===== config.mk =====
export PLATFORM = sky130hd
export DESIGN_NAME = cook_timer_countdown
export DESIGN_NICKNAME = d
export VERILOG_FILES = /design/src/rtl/cook_timer_countdown.sv
export SDC_FILE = /design/constraint.sdc
export NUM_CORES = 1
export LEC_CHECK = 0
export BUFFER_PORTS_ARGS = -buffer_cell sky130_fd_sc_hd__clkbuf_2
export CAP_MARGIN = 10
export CORE_MARGIN = 3
export CORE_UTILIZATION = 40
export CTS_CLUSTER_SIZE = 16
export DETAILED_ROUTE_END_ITERATION = 10
export PLACE_DENSITY = 0.68
export SYNTH_ARGS = -nofsm -noshare
export SYNTH_HDL_FRONTEND = slang
export SYNTH_SLANG_ARGS = --single-unit

===== constraint.sdc =====
create_clock -name clk -period 3.28 [get_ports clk]
set_input_delay 0.656 -clock clk [delete_from_list [all_inputs] [get_ports clk]]
set_output_delay 0.656 -clock clk [all_outputs]
set_load 0.01 [all_outputs]

===== src/rtl/cook_timer_countdown.sv =====
// Microwave cook timer: counts a BCD MM:SS value down to 00:00 on a divided time base,
// with start/pause/clear/door control, magnetron enable, done flag and timed alarm.
module cook_timer_countdown #(
  parameter int TICKS_PER_SEC = 1,
  parameter int ALARM_SECS    = 3
) (
  input  logic       clk,
  input  logic       rst_n,
  input  logic       tick_in,
  input  logic       load,
  input  logic [3:0] ld_mt,
  input  logic [3:0] ld_mu,
  input  logic [3:0] ld_st,
  input  logic [3:0] ld_su,
  input  logic       start,
  input  logic       pause,
  input  logic       clear,
  input  logic       door_open,
  output logic [3:0] mt,
  output logic [3:0] mu,
  output logic [3:0] st,
  output logic [3:0] su,
  output logic       running,
  output logic       mag_en,
  output logic       done,
  output logic       alarm,
  output logic       load_err
);

  typedef enum logic [2:0] {IDLE, SET, RUN, PAUSED, DONE} state_t;

  localparam logic [7:0] PRESC_LAST = 8'(TICKS_PER_SEC - 1);
  localparam logic [3:0] ALARM_LAST = 4'(ALARM_SECS - 1);

  state_t     state, state_nx;
  logic [3:0] mt_nx, mu_nx, st_nx, su_nx;
  logic [3:0] dec_mt, dec_mu, dec_st, dec_su;
  logic [3:0] alarm_cnt, alarm_cnt_nx;
  logic [7:0] presc, presc_nx;
  logic       tick_prev, tk, sec_pulse;
  logic       alarm_nx, load_err_nx, start_ok;
  logic       load_ok, load_nonzero, dec_zero;

  assign tk           = tick_in & ~tick_prev;
  assign sec_pulse    = tk && (presc == PRESC_LAST);
  assign load_ok      = (ld_mt <= 4'd9) && (ld_mu <= 4'd9) && (ld_st <= 4'd5) && (ld_su <= 4'd9);
  assign load_nonzero = |{ld_mt, ld_mu, ld_st, ld_su};
  assign running      = (state == RUN);
  assign done         = (state == DONE);

  // One-second BCD decrement with borrow ripple su -> st -> mu -> mt.
  always_comb begin
    dec_mt = mt;
    dec_mu = mu;
    dec_st = st;
    dec_su = su;
    if (su != 4'd0) begin
      dec_su = su - 4'd1;
    end else begin
      dec_su = 4'd9;
      if (st != 4'd0) begin
        dec_st = st - 4'd1;
      end else begin
        dec_st = 4'd5;
        if (mu != 4'd0) begin
          dec_mu = mu - 4'd1;
        end else begin
          dec_mu = 4'd9;
          dec_mt = mt - 4'd1;
        end
      end
    end
  end

  assign dec_zero = ({dec_mt, dec_mu, dec_st, dec_su} == 16'h0000);

  // Each branch fires only when it takes effect; pause always consumes the edge.
  always_comb begin
    state_nx     = state;
    mt_nx        = mt;
    mu_nx        = mu;
    st_nx        = st;
    su_nx        = su;
    alarm_nx     = alarm;
    alarm_cnt_nx = alarm_cnt;
    load_err_nx  = 1'b0;
    start_ok     = 1'b0;
    presc_nx     = presc;

    if (clear) begin
      state_nx = IDLE;
      mt_nx    = 4'd0;
      mu_nx    = 4'd0;
      st_nx    = 4'd0;
      su_nx    = 4'd0;
      alarm_nx = 1'b0;
    end else if (door_open && state == RUN) begin
      state_nx = PAUSED;
    end else if (pause) begin
      if (state == RUN) state_nx = PAUSED;
    end else if (load && state != RUN) begin
      if (load_ok) begin
        mt_nx    = ld_mt;
        mu_nx    = ld_mu;
        st_nx    = ld_st;
        su_nx    = ld_su;
        state_nx = load_nonzero ? SET : IDLE;
        alarm_nx = 1'b0;
      end else begin
        load_err_nx = 1'b1;
      end
    end else if (start && (state == SET || state == PAUSED)) begin
      if (!door_open) begin
        state_nx = RUN;
        start_ok = 1'b1;
      end
    end else if (sec_pulse && state == RUN) begin
      mt_nx = dec_mt;
      mu_nx = dec_mu;
      st_nx = dec_st;
      su_nx = dec_su;
      if (dec_zero) begin
        state_nx     = DONE;
        alarm_nx     = 1'b1;
        alarm_cnt_nx = 4'd0;
      end
    end

    if (state == DONE && state_nx == DONE && sec_pulse && alarm) begin
      alarm_cnt_nx = alarm_cnt + 4'd1;
      if (alarm_cnt == ALARM_LAST) alarm_nx = 1'b0;
    end

    // Restarting the prescaler makes the first decrement a full second after start.
    if (start_ok || state_nx == IDLE) begin
      presc_nx = 8'd0;
    end else if (tk) begin
      presc_nx = sec_pulse ? 8'd0 : presc + 8'd1;
    end
  end

  always_ff @(posedge clk) begin
    if (!rst_n) begin
      state     <= IDLE;
      mt        <= 4'd0;
      mu        <= 4'd0;
      st        <= 4'd0;
      su        <= 4'd0;
      tick_prev <= tick_in;
      presc     <= 8'd0;
      alarm     <= 1'b0;
      alarm_cnt <= 4'd0;
      mag_en    <= 1'b0;
      load_err  <= 1'b0;
    end else begin
      state     <= state_nx;
      mt        <= mt_nx;
      mu        <= mu_nx;
      st        <= st_nx;
      su        <= su_nx;
      tick_prev <= tick_in;
      presc     <= presc_nx;
      alarm     <= alarm_nx;
      alarm_cnt <= alarm_cnt_nx;
      mag_en    <= (state_nx == RUN) && !door_open;
      load_err  <= load_err_nx;
    end
  end

endmodule

Yosys cells after proc, flatten, opt, wreduce, memory -nomap -nowiden
Cells that the tools add are included.

cells by class
  add/sub/neg operators = 6
  $lt $le $gt $ge = 4
  equality and inequality tests = 15
  multiplexer cells = 62
  bitwise gates (word level) = 6
  reductions and logical operators = 30

operators with widths
  cell                   number
  $mux W4                33
  $mux W3                10
  $mux W1                18
  $logic_not A16 Y1      1
  $reduce_or A16 Y1      1
  $sub A4 B1 Y4 const B  4
  $le A4 B4 Y1 const B   3
  $logic_and A1 B1 Y1    12
  $reduce_bool A4 Y1     3
  $ne A2 B1 Y1 const B   5
  $eq A3 B2 Y1 const B   3
  $add A8 B1 Y8 const B  1
  $logic_not A8 Y1       1
  $mux W8                1
  $reduce_and A7 Y1      1
  $eq A3 B3 Y1 const B   2
  $reduce_bool A2 Y1     3
  $not A1 Y1             5
  $reduce_and A5 Y1      1
  $reduce_or A5 Y1       1
  $add A4 B1 Y4 const B  1
  $eq A4 B2 Y1 const B   1
  $le A4 B3 Y1 const B   1
  $ne A2 B2 Y1 const B   2
  7 further kinds        9

word-level totals
  register bits after elaboration = 35
  input bits = 24
  output and inout port bits = 21
  logic and storage cells = 134

Longest topological paths before layout
Gate-level depths: netlist of run 1.

  depth in word-level cells = 18
  depth in mapped cells = 10

Least setup slack after synthesis of run 1
Ideal clock, no wire load.

  path kind = in2reg
  start point = in pause
  end point = reg alarm
  arrival = 2216 ps
  required time = 3154 ps
  slack = 938 ps
  cell stages on the path = 7
  buffers on the path = 2
  cells stage by stage = clkbuf_1 > or3b_1 > a311oi_1 > o211ai_1 > clkbuf_1 > nor4b_1 > nor4_1

on the way
  longest elaborated chain between the ends = 8

ends and longest elaborated chain
  what                               RTL line  text
  start, declared                    16        input logic pause,
  $mux W3                            99        end else if (pause) begin
  $mux W3                            97        end else if (door_open && state == RUN) begin
  $mux W3                            90        if (clear) begin
  $eq A3 B3 Y1                       129       if (state == DONE && state_nx == DONE && sec_pulse && alarm) begin
  $logic_and A1 B1 Y1 (3 in series)  129
  $mux W1 *                          129
  end signal, assigned               163       alarm <= alarm_nx;
  end, declared                      26        output logic alarm,

Every way passes the cells marked *; elsewhere a longest branch is shown, timed or not.
A chain may end at the register's enable or synchronous reset.

Final worst setup path of run 1
  start point = reg presc[0]
  end point = reg presc[0]

on the way
  longest elaborated chain between the ends = 12

ends and longest elaborated chain
  what                        RTL line  text
  start, declared             39        logic [7:0] presc, presc_nx;
  start signal, assigned      162       presc <= presc_nx;
  $logic_not A8 Y1            45        assign sec_pulse = tk && (presc == PRESC_LAST);
  $logic_and A1 B1 Y1         45
  $logic_and A1 B1 Y1         117       end else if (sec_pulse && state == RUN) begin
  $mux W3                     117
  $mux W3                     112       end else if (start && (state == SET || state == PAUSED)) begin
  $mux W3                     101       end else if (load && state != RUN) begin
  $mux W3                     99
  $mux W3                     97
  $mux W3                     90
  $logic_not A3 Y1            135       if (start_ok || state_nx == IDLE) begin
  $logic_or A1 B1 Y1          135
  $reduce_or A2 Y1 (no line)  -

Parallel ways exist; a longest one is shown, timed or not.

==> run_results.csv, run 1 <==
group,metric,value,unit
global_route,antenna_found_initial,0,
clock_network,postCtsSetupBuffers,0,
clock_network,htreeDepth,2,
place,port_buffers,44,
finish,antenna_cells,0,
power_and_ir_drop,pwr-share-comb,10.4,%
route,first_iter_violations,176,
synth,synth_edf_count,0,
clock_network,cts_resized,0,
synth,syn_nets,322,
floorplan,die_w,81.02,um
place,dp.final_hpwl,4.662,mm
global_route,grt_util_all_layers,19.75,%
clock_network,numCtsBuffers,5,
timing,period_share,79.98,%
synth,synth-async-reset-ratio,0,%
global_route,grt_overflow_total,0,
power_and_ir_drop,power.share.clock,38.7,%
synth,synth-seq-area-share,31.13,%
timing,rsz0062_at_grt,"no",
power_and_ir_drop,ir_drop,0.1998,mV
power_and_ir_drop,seq_power_share,50.9,%
power_and_ir_drop,p_leak,0.9919,nW
worst_setup_path,cp-endpoint,"presc[0]$_SDFFE_PP0P_",
power_and_ir_drop,swShare,27.58,%
clock_network,root_buffer,"clkbuf_8",
synth,syn_inst,293,
timing,tightest_slew,0.9607,ns
place,gp_congestion,0.8766,
status,status,"complete, no violations",
synth,avgSynthCellArea,7.682,um2
synth,syn_area,2251,um2
global_route,grt_pass1_wl,10.12,mm
job,maxCapViolations,0,
route,via_count,2365,
route,post_drt_via_cell_ratio,5.840,
clock_network,cts_tree,"built",
route,firstDrtPassIters,5,
timing,fmax,381.2,MHz
global_route,grt_pass1_vias,2146,
timing,relSlewSlack,35.52,%
power_and_ir_drop,pwr_density_cell,323.1,nW/um2
clock_network,cts_hold_buf,0,
clock_network,cts.clk_slew.worst_paths,0.08,ns
worst_setup_path,critPathKind,"flop to flop",
worst_setup_path,ff2ff_path_depth,8,
worst_setup_path,startpoint,"presc[0]$_SDFFE_PP0P_",
route,wl,6.170,mm
clock_network,clockBufferDepth,2,
floorplan,die-area,6563,um2
worst_setup_path,cp_max_fo,10,
timing,setup_viol,0,
route,drt-wirelength-per-cell,15.23,um
synth,ys_seq_elements,35,
worst_hold_path,min_path_cells,1,
finish,fin_nets,363,
route,final_antenna_net_count,0,
finish,drive_gt1_share,21.49,%
worst_hold_path,hold_path_class,"input port to flop",
floorplan,pin_count,45,
synth,ys.flop_type,"dfxtp_1",
route,route.detailed.drc,0,
power_and_ir_drop,internal-power,0.6095,mW
timing,setup_tns,0,ns
finish,areaGrowthSynthToFinish,15.73,%
worst_setup_path,r2r-start,"presc[0]$_SDFFE_PP0P_",
worst_setup_path,r2r_setup_slack,0.66,ns
floorplan,start_util,42.71,%
power_and_ir_drop,finalPower,0.8416,mW
clock_network,clock-sinks,35,
floorplan,core,5270,um2
synth,synthDistinctLibCells,59,
timing,final-max-slew-violation-count,0,
worst_setup_path,crit_required,3.46,ns
clock_network,worstSkewPairLatency,0.29,ns
power_and_ir_drop,switchingPower,0.2322,mW
timing,hold_violations,0,
global_route,grt_max_degree,26,
worst_setup_path,crit-reg2reg-capture,"presc[0]$_SDFFE_PP0P_",
worst_setup_path,cp-end-kind,"flop",
floorplan,num_rows,26,
floorplan,die_h,81.02,um
timing,skew,0.003725,ns
synth,yosys_warnings,0,
worst_setup_path,critPathLaunchType,"flop",
worst_setup_path,crit_arrival,2.80,ns
timing,fin_crit,2.623,ns
==> power by group through the flow <==
stage | sequential [mW] | clock (mW) | combinational [mW]
4_1_cts | 0.429 | 0.336 | 0.0863
5_1_grt | 0.429 | 0.361 | 0.0976
3_5_place_dp | 0.439 | 0 | 0.0858
2_1_floorplan | 0.439 | 0 | 0.0499
6_report | 0.429 | 0.326 | 0.0873
3_3_place_gp | 0.439 | 0 | 0.0856
==> worst max-delay path: stages, from the launching register on <==
cell and delay, ns:
dfxtp_1 0.39, inv_1 0.08, ha_1 0.13, nor4b_1 0.42, nand4_1 0.21, nor3b_1 0.23, and4b_1 0.46, a211o_1 0.49
a21oi_2 0.10
==> area by class of cell <==
cell class / instances / area, um2
Clock buffer: 5 / 68.82
Clock inverter: 3 / 25.02
Fill cell: 546 / 2665
Inverter: 15 / 56.30
Multi-Input combinational cell: 231 / 1431
Sequential cell: 35 / 700.7
Tap cell: 70 / 87.58
Timing Repair Buffer: 46 / 235.2
==> routing by layer <==
| layer | track usage [%] | up-vias | part of all wire (%) |
|---|---|---|---|
| met5 | 0 | - | 0 |
| met4 | 4.899 | 0 | 0.41 |
| met3 | 5.432 | 4 | 9.4 |
| met2 | 29.47 | 116 | 42 |
| met1 | 28.03 | 1080 | 48 |
| li1 | - | 1165 | - |
==> registers in the layout (all words and copies together) (netlist names), 3 cells and up <==
register / cells
alarm_cnt: 4
su: 4
st: 4
mt: 4
presc: 8
state: 3
mu: 4
==> cell usage after synthesis (all sizes together), types with 2 or more instances <==
library cell | number | share of area, %
nor3b | 4 | 1.3
a221oi | 2 | 0.78
inv | 15 | 2.5
nor3 | 10 | 2.4
buf | 4 | 1.4
nor4 | 9 | 3.1
o41a | 2 | 1.0
and3 | 3 | 0.89
xnor2 | 6 | 2.3
o211ai | 10 | 3.3
o31a | 3 | 1.2
nand3 | 7 | 1.6
a21oi | 32 | 8.9
clkbuf | 8 | 1.3
nand4 | 7 | 1.9
ha | 5 | 2.8
nor4b | 2 | 0.78
nor2b | 3 | 0.83
a211o | 2 | 0.78
o21ai | 22 | 4.9
and4 | 4 | 1.6
a31oi | 2 | 0.56
or2 | 2 | 0.56
dfxtp | 35 | 31
o21a | 5 | 1.7
and2 | 2 | 0.56
nand2 | 39 | 6.5
nor2 | 25 | 4.2
or3b | 2 | 0.78
==> how the worst min path moves through the flow <==
stage,start,endpoint,slack (ns)
global route,tick_in,tick_prev$_DFF_P_,0.48
detailed placement,mt[3]$_SDFFE_PP0P_,mt[3]$_SDFFE_PP0P_,0.48
global placement,mt[3]$_SDFFE_PP0P_,mt[3]$_SDFFE_PP0P_,0.48
finish,tick_in,tick_prev$_DFF_P_,0.50
CTS,tick_in,tick_prev$_DFF_P_,0.49
floorplan,mt[3]$_SDFFE_PP0P_,mt[3]$_SDFFE_PP0P_,0.50
==> placed cells by master (no fill, tap or decap), types with 2 or more instances in the layout <==
| master | n |
|---|---|
| clkbuf_2 | 44 |
| nand2_1 | 39 |
| dfxtp_1 | 35 |
| nor2_1 | 25 |
| a21oi_1 | 23 |
| o21ai_0 | 21 |
| inv_1 | 14 |
| o211ai_1 | 10 |
| nor3_1 | 9 |
| a21oi_2 | 8 |
| nand4_1 | 7 |
| nand3_1 | 7 |
| nor4_1 | 7 |
| xnor2_1 | 6 |
| o21a_1 | 5 |
| ha_1 | 5 |
| clkbuf_8 | 5 |
| nor3b_1 | 4 |
| and4_1 | 4 |
| nor2b_1 | 3 |
| o31a_1 | 3 |
| or3b_1 | 2 |
| a211o_1 | 2 |
| and3_1 | 2 |
| nor4_2 | 2 |
| nor4b_1 | 2 |
| o41a_1 | 2 |
| and2_1 | 2 |
| a31oi_1 | 2 |
| a221oi_1 | 2 |
| clkinv_4 | 2 |
| buf_4 | 2 |
==> kinds of logic (layout without fill, tap and decap cells) <==
kind of cell | count (synthesis) | in the layout | synth area share (%)
compound gates | 93 | 93 | 28.18
xor+xnor | 7 | 7 | 2.724
fa+ha+maj | 5 | 5 | 2.779
buf+inv | 27 | 69 | 5.281
flops | 35 | 35 | 31.13
mux | 1 | 1 | 0.5002
simple gates | 125 | 125 | 29.41
==> stage by stage <==
step	std cells	hold slack [ns]	setup slack (ns)	area [um2]	util, %
after floorplan	293	0.4990	0.9382	2251	-
after global placement	397	0.4806	0.5997	2511	47.65
after detailed placement	397	0.4821	0.5979	2511	47.65
after CTS	405	0.4861	0.6469	2605	49.43
after global routing	405	0.4766	0.4533	2605	49.43
final	405	0.4956	0.6568	2605	49.43
No activity file was read; power rests on OpenSTA's default activity.
==> run 2, diff against run 1 <==
--- a/config.mk
+++ b/config.mk
@@ -11,7 +11,7 @@
 export CORE_UTILIZATION = 40
 export CTS_CLUSTER_SIZE = 16
 export DETAILED_ROUTE_END_ITERATION = 10
-export PLACE_DENSITY = 0.68
+export PLACE_DENSITY = 0.7
 export SYNTH_ARGS = -nofsm -noshare
 export SYNTH_HDL_FRONTEND = slang
 export SYNTH_SLANG_ARGS = --single-unit
==> constraint.sdc (replaced) <==
create_clock -name clk -period 2.32 [get_ports clk]
set_input_delay 0.464 -clock clk [delete_from_list [all_inputs] [get_ports clk]]
set_output_delay 0.464 -clock clk [all_outputs]
set_load 0.01 [all_outputs]
==> run_results.csv, run 2 (synthesized netlist as in run 1, its figures left out) <==
group,metric,value,unit
timing,hold_violations,0,
timing,relSlewSlack,52.16,%
worst_hold_path,hold_path_class,"input port to flop",
worst_setup_path,slowest_delay,0.40,ns
finish,drive_gt1_share,26.99,%
worst_setup_path,crit_arrival,2.33,ns
route,wl_met3,531,um
finish,num-fill-cells,527,
power_and_ir_drop,ir_drop,0.2869,mV
timing,tightest_slew,0.7079,ns
timing,skew,0.008374,ns
timing,period_share,93.09,%
job,maxCapViolations,0,
worst_setup_path,r2r-start,"su[0]$_SDFFE_PP0P_",
place,gp_congestion,0.9038,
finish,largest-register,"presc",
clock_network,clock-sinks,35,
clock_network,htreeDepth,2,
worst_setup_path,startpoint,"su[0]$_SDFFE_PP0P_",
finish,areaGrowthSynthToFinish,22.40,%
finish,largest_reg_flops,8,
clock_network,numCtsBuffers,5,
global_route,grt_max_degree,20,
route,top_layer,"met4",
clock_network,root_buffer,"clkbuf_8",
worst_setup_path,cp_max_fo,9,
clock_network,worstSkewPairLatency,0.30,ns
finish,fin_nets,380,
timing,fmax,463.1,MHz
worst_setup_path,critPathLaunchType,"flop",
finish,antenna_cells,0,
power_and_ir_drop,finalPower,1.197,mW
global_route,grt_pass1_vias,2295,
clock_network,cts_tree,"built",
route,post_drt_via_cell_ratio,5.834,
route,first_iter_violations,302,
floorplan,core,5270,um2
finish,instances_no_fill,422,
global_route,antenna_found_initial,0,
route,routed-wl-met2,2.902,mm
floorplan,pin_count,45,
timing,setup_viol,0,
finish,mostFrequentLayoutCell,"clkbuf_2",
worst_setup_path,cp-end-kind,"flop",
floorplan,die-area,6563,um2
global_route,grt_util_all_layers,21.27,%
worst_setup_path,r2r_setup_slack,0.16,ns
power_and_ir_drop,pwr_density_cell,434.3,nW/um2
floorplan,start_util,42.71,%
route,drt-wirelength-per-cell,15.46,um
worst_setup_path,cp-endpoint,"presc[7]$_SDFFE_PP0P_",
worst_setup_path,crit-reg2reg-capture,"presc[7]$_SDFFE_PP0P_",
timing,rsz0062_at_grt,"no",
timing,final-max-slew-violation-count,0,
finish,fin_area,2755,um2
worst_setup_path,crit_chain,"nor4_2 -> buf_4 -> and3_2 -> xnor2_1 -> and4b_1 -> buf_4 -> a21oi_4 -> a21oi_2",
global_route,grt_pass1_wl,10.96,mm
worst_setup_path,crit_path_frequent_cell,"buf_4",
clock_network,cts.clk_slew.worst_paths,0.08,ns
route,route.detailed.drc,0,
route,wl_met1,3.030,mm
floorplan,die_w,81.02,um
floorplan,num_rows,26,
route,final_antenna_net_count,0,
place,place_area,2639,um2
route,via_count,2462,
clock_network,clockBufferDepth,2,
floorplan,die_h,81.02,um
route,wl,6.523,mm
place,placedCellCount,414,
route,firstDrtPassIters,5,
finish,layout_common_cells,"clkbuf_2, nand2_1, dfxtp_1",
worst_setup_path,cp_slowest_cell,"dfxtp_1",
power_and_ir_drop,p_leak,1.088,nW
worst_setup_path,crit_required,2.49,ns
place,port_buffers,44,
status,status,"complete, no violations",
timing,setup_tns,0,ns
place,dp.final_hpwl,4.864,mm
timing,fin_crit,2.160,ns
worst_setup_path,critPathKind,"flop to flop",
worst_setup_path,ff2ff_path_depth,8,
global_route,grt_overflow_total,0,
-- run 2: timing repair --
action                                 CTS  global route
resized for setup                        0             7
setup endpoints to repair                0            21
endpoints found under the hold margin    0             0
setup buffers                            0             0
hold buffers                             0             0
-- run 2: worst min-delay path by stage --
stage	from	endpoint	slack (ns)	cells past startpoint
after floorplan	tick_in	tick_prev$_DFF_P_	0.49	0
after global placement	mt[3]$_SDFFE_PP0P_	mt[3]$_SDFFE_PP0P_	0.48	2
after detailed placement	mt[3]$_SDFFE_PP0P_	mt[3]$_SDFFE_PP0P_	0.48	2
after CTS	tick_in	tick_prev$_DFF_P_	0.30	1
after global routing	tick_in	tick_prev$_DFF_P_	0.30	1
final	tick_in	tick_prev$_DFF_P_	0.30	1
-- run 2: layer usage --
metal / track usage, % / vias up
li1: - / 1197
met1: 28.58 / 1135
met2: 33.66 / 119
met3: 5.654 / 11
met4: 5.574 / 0
met5: 0 / -
-- run 2: area by class of cell --
cell class	count	area, um2	share of cell area, %
clock inverters	3	20.02	0.7266
multi-input cells	231	1458	52.91
flip-flops and latches	35	701.9	25.48
inverters	15	56.30	2.044
repair buffers	63	362.8	13.17
clock buffers	5	68.82	2.498
well taps	70	87.58	3.179
-- run 2: worst max-delay path: cells and delay by family (launching register included) --
family                    cells  cell delay, ns
AOI/OAI and AO/OA             2            0.45
xor gates and xnor gates      1            0.07
buffers and inverters         2            0.36
DFF                           1            0.40
and+or+nand+nor               3            0.75
-- run 2: stage by stage --
| step | utilization (%) | setup slack (ns) | hold WS (ns) |
|---|---|---|---|
| after global placement | 50.07 | 0.03291 | 0.4781 |
| after CTS | 51.76 | 0.01419 | 0.2990 |
| final | 52.28 | 0.1604 | 0.3020 |
| after detailed placement | 50.07 | 0.03243 | 0.4768 |
| after floorplan | - | 0.1702 | 0.4917 |
| after global routing | 52.28 | 0.001043 | 0.2977 |
-- run 2: power breakdown --
group / switching (mW) / leakage [nW] / internal (mW)
logic: 0.0826 / 0.765 / 0.0522
registers: 0.00303 / 0.283 / 0.603
clock network: 0.247 / 0.0402 / 0.209
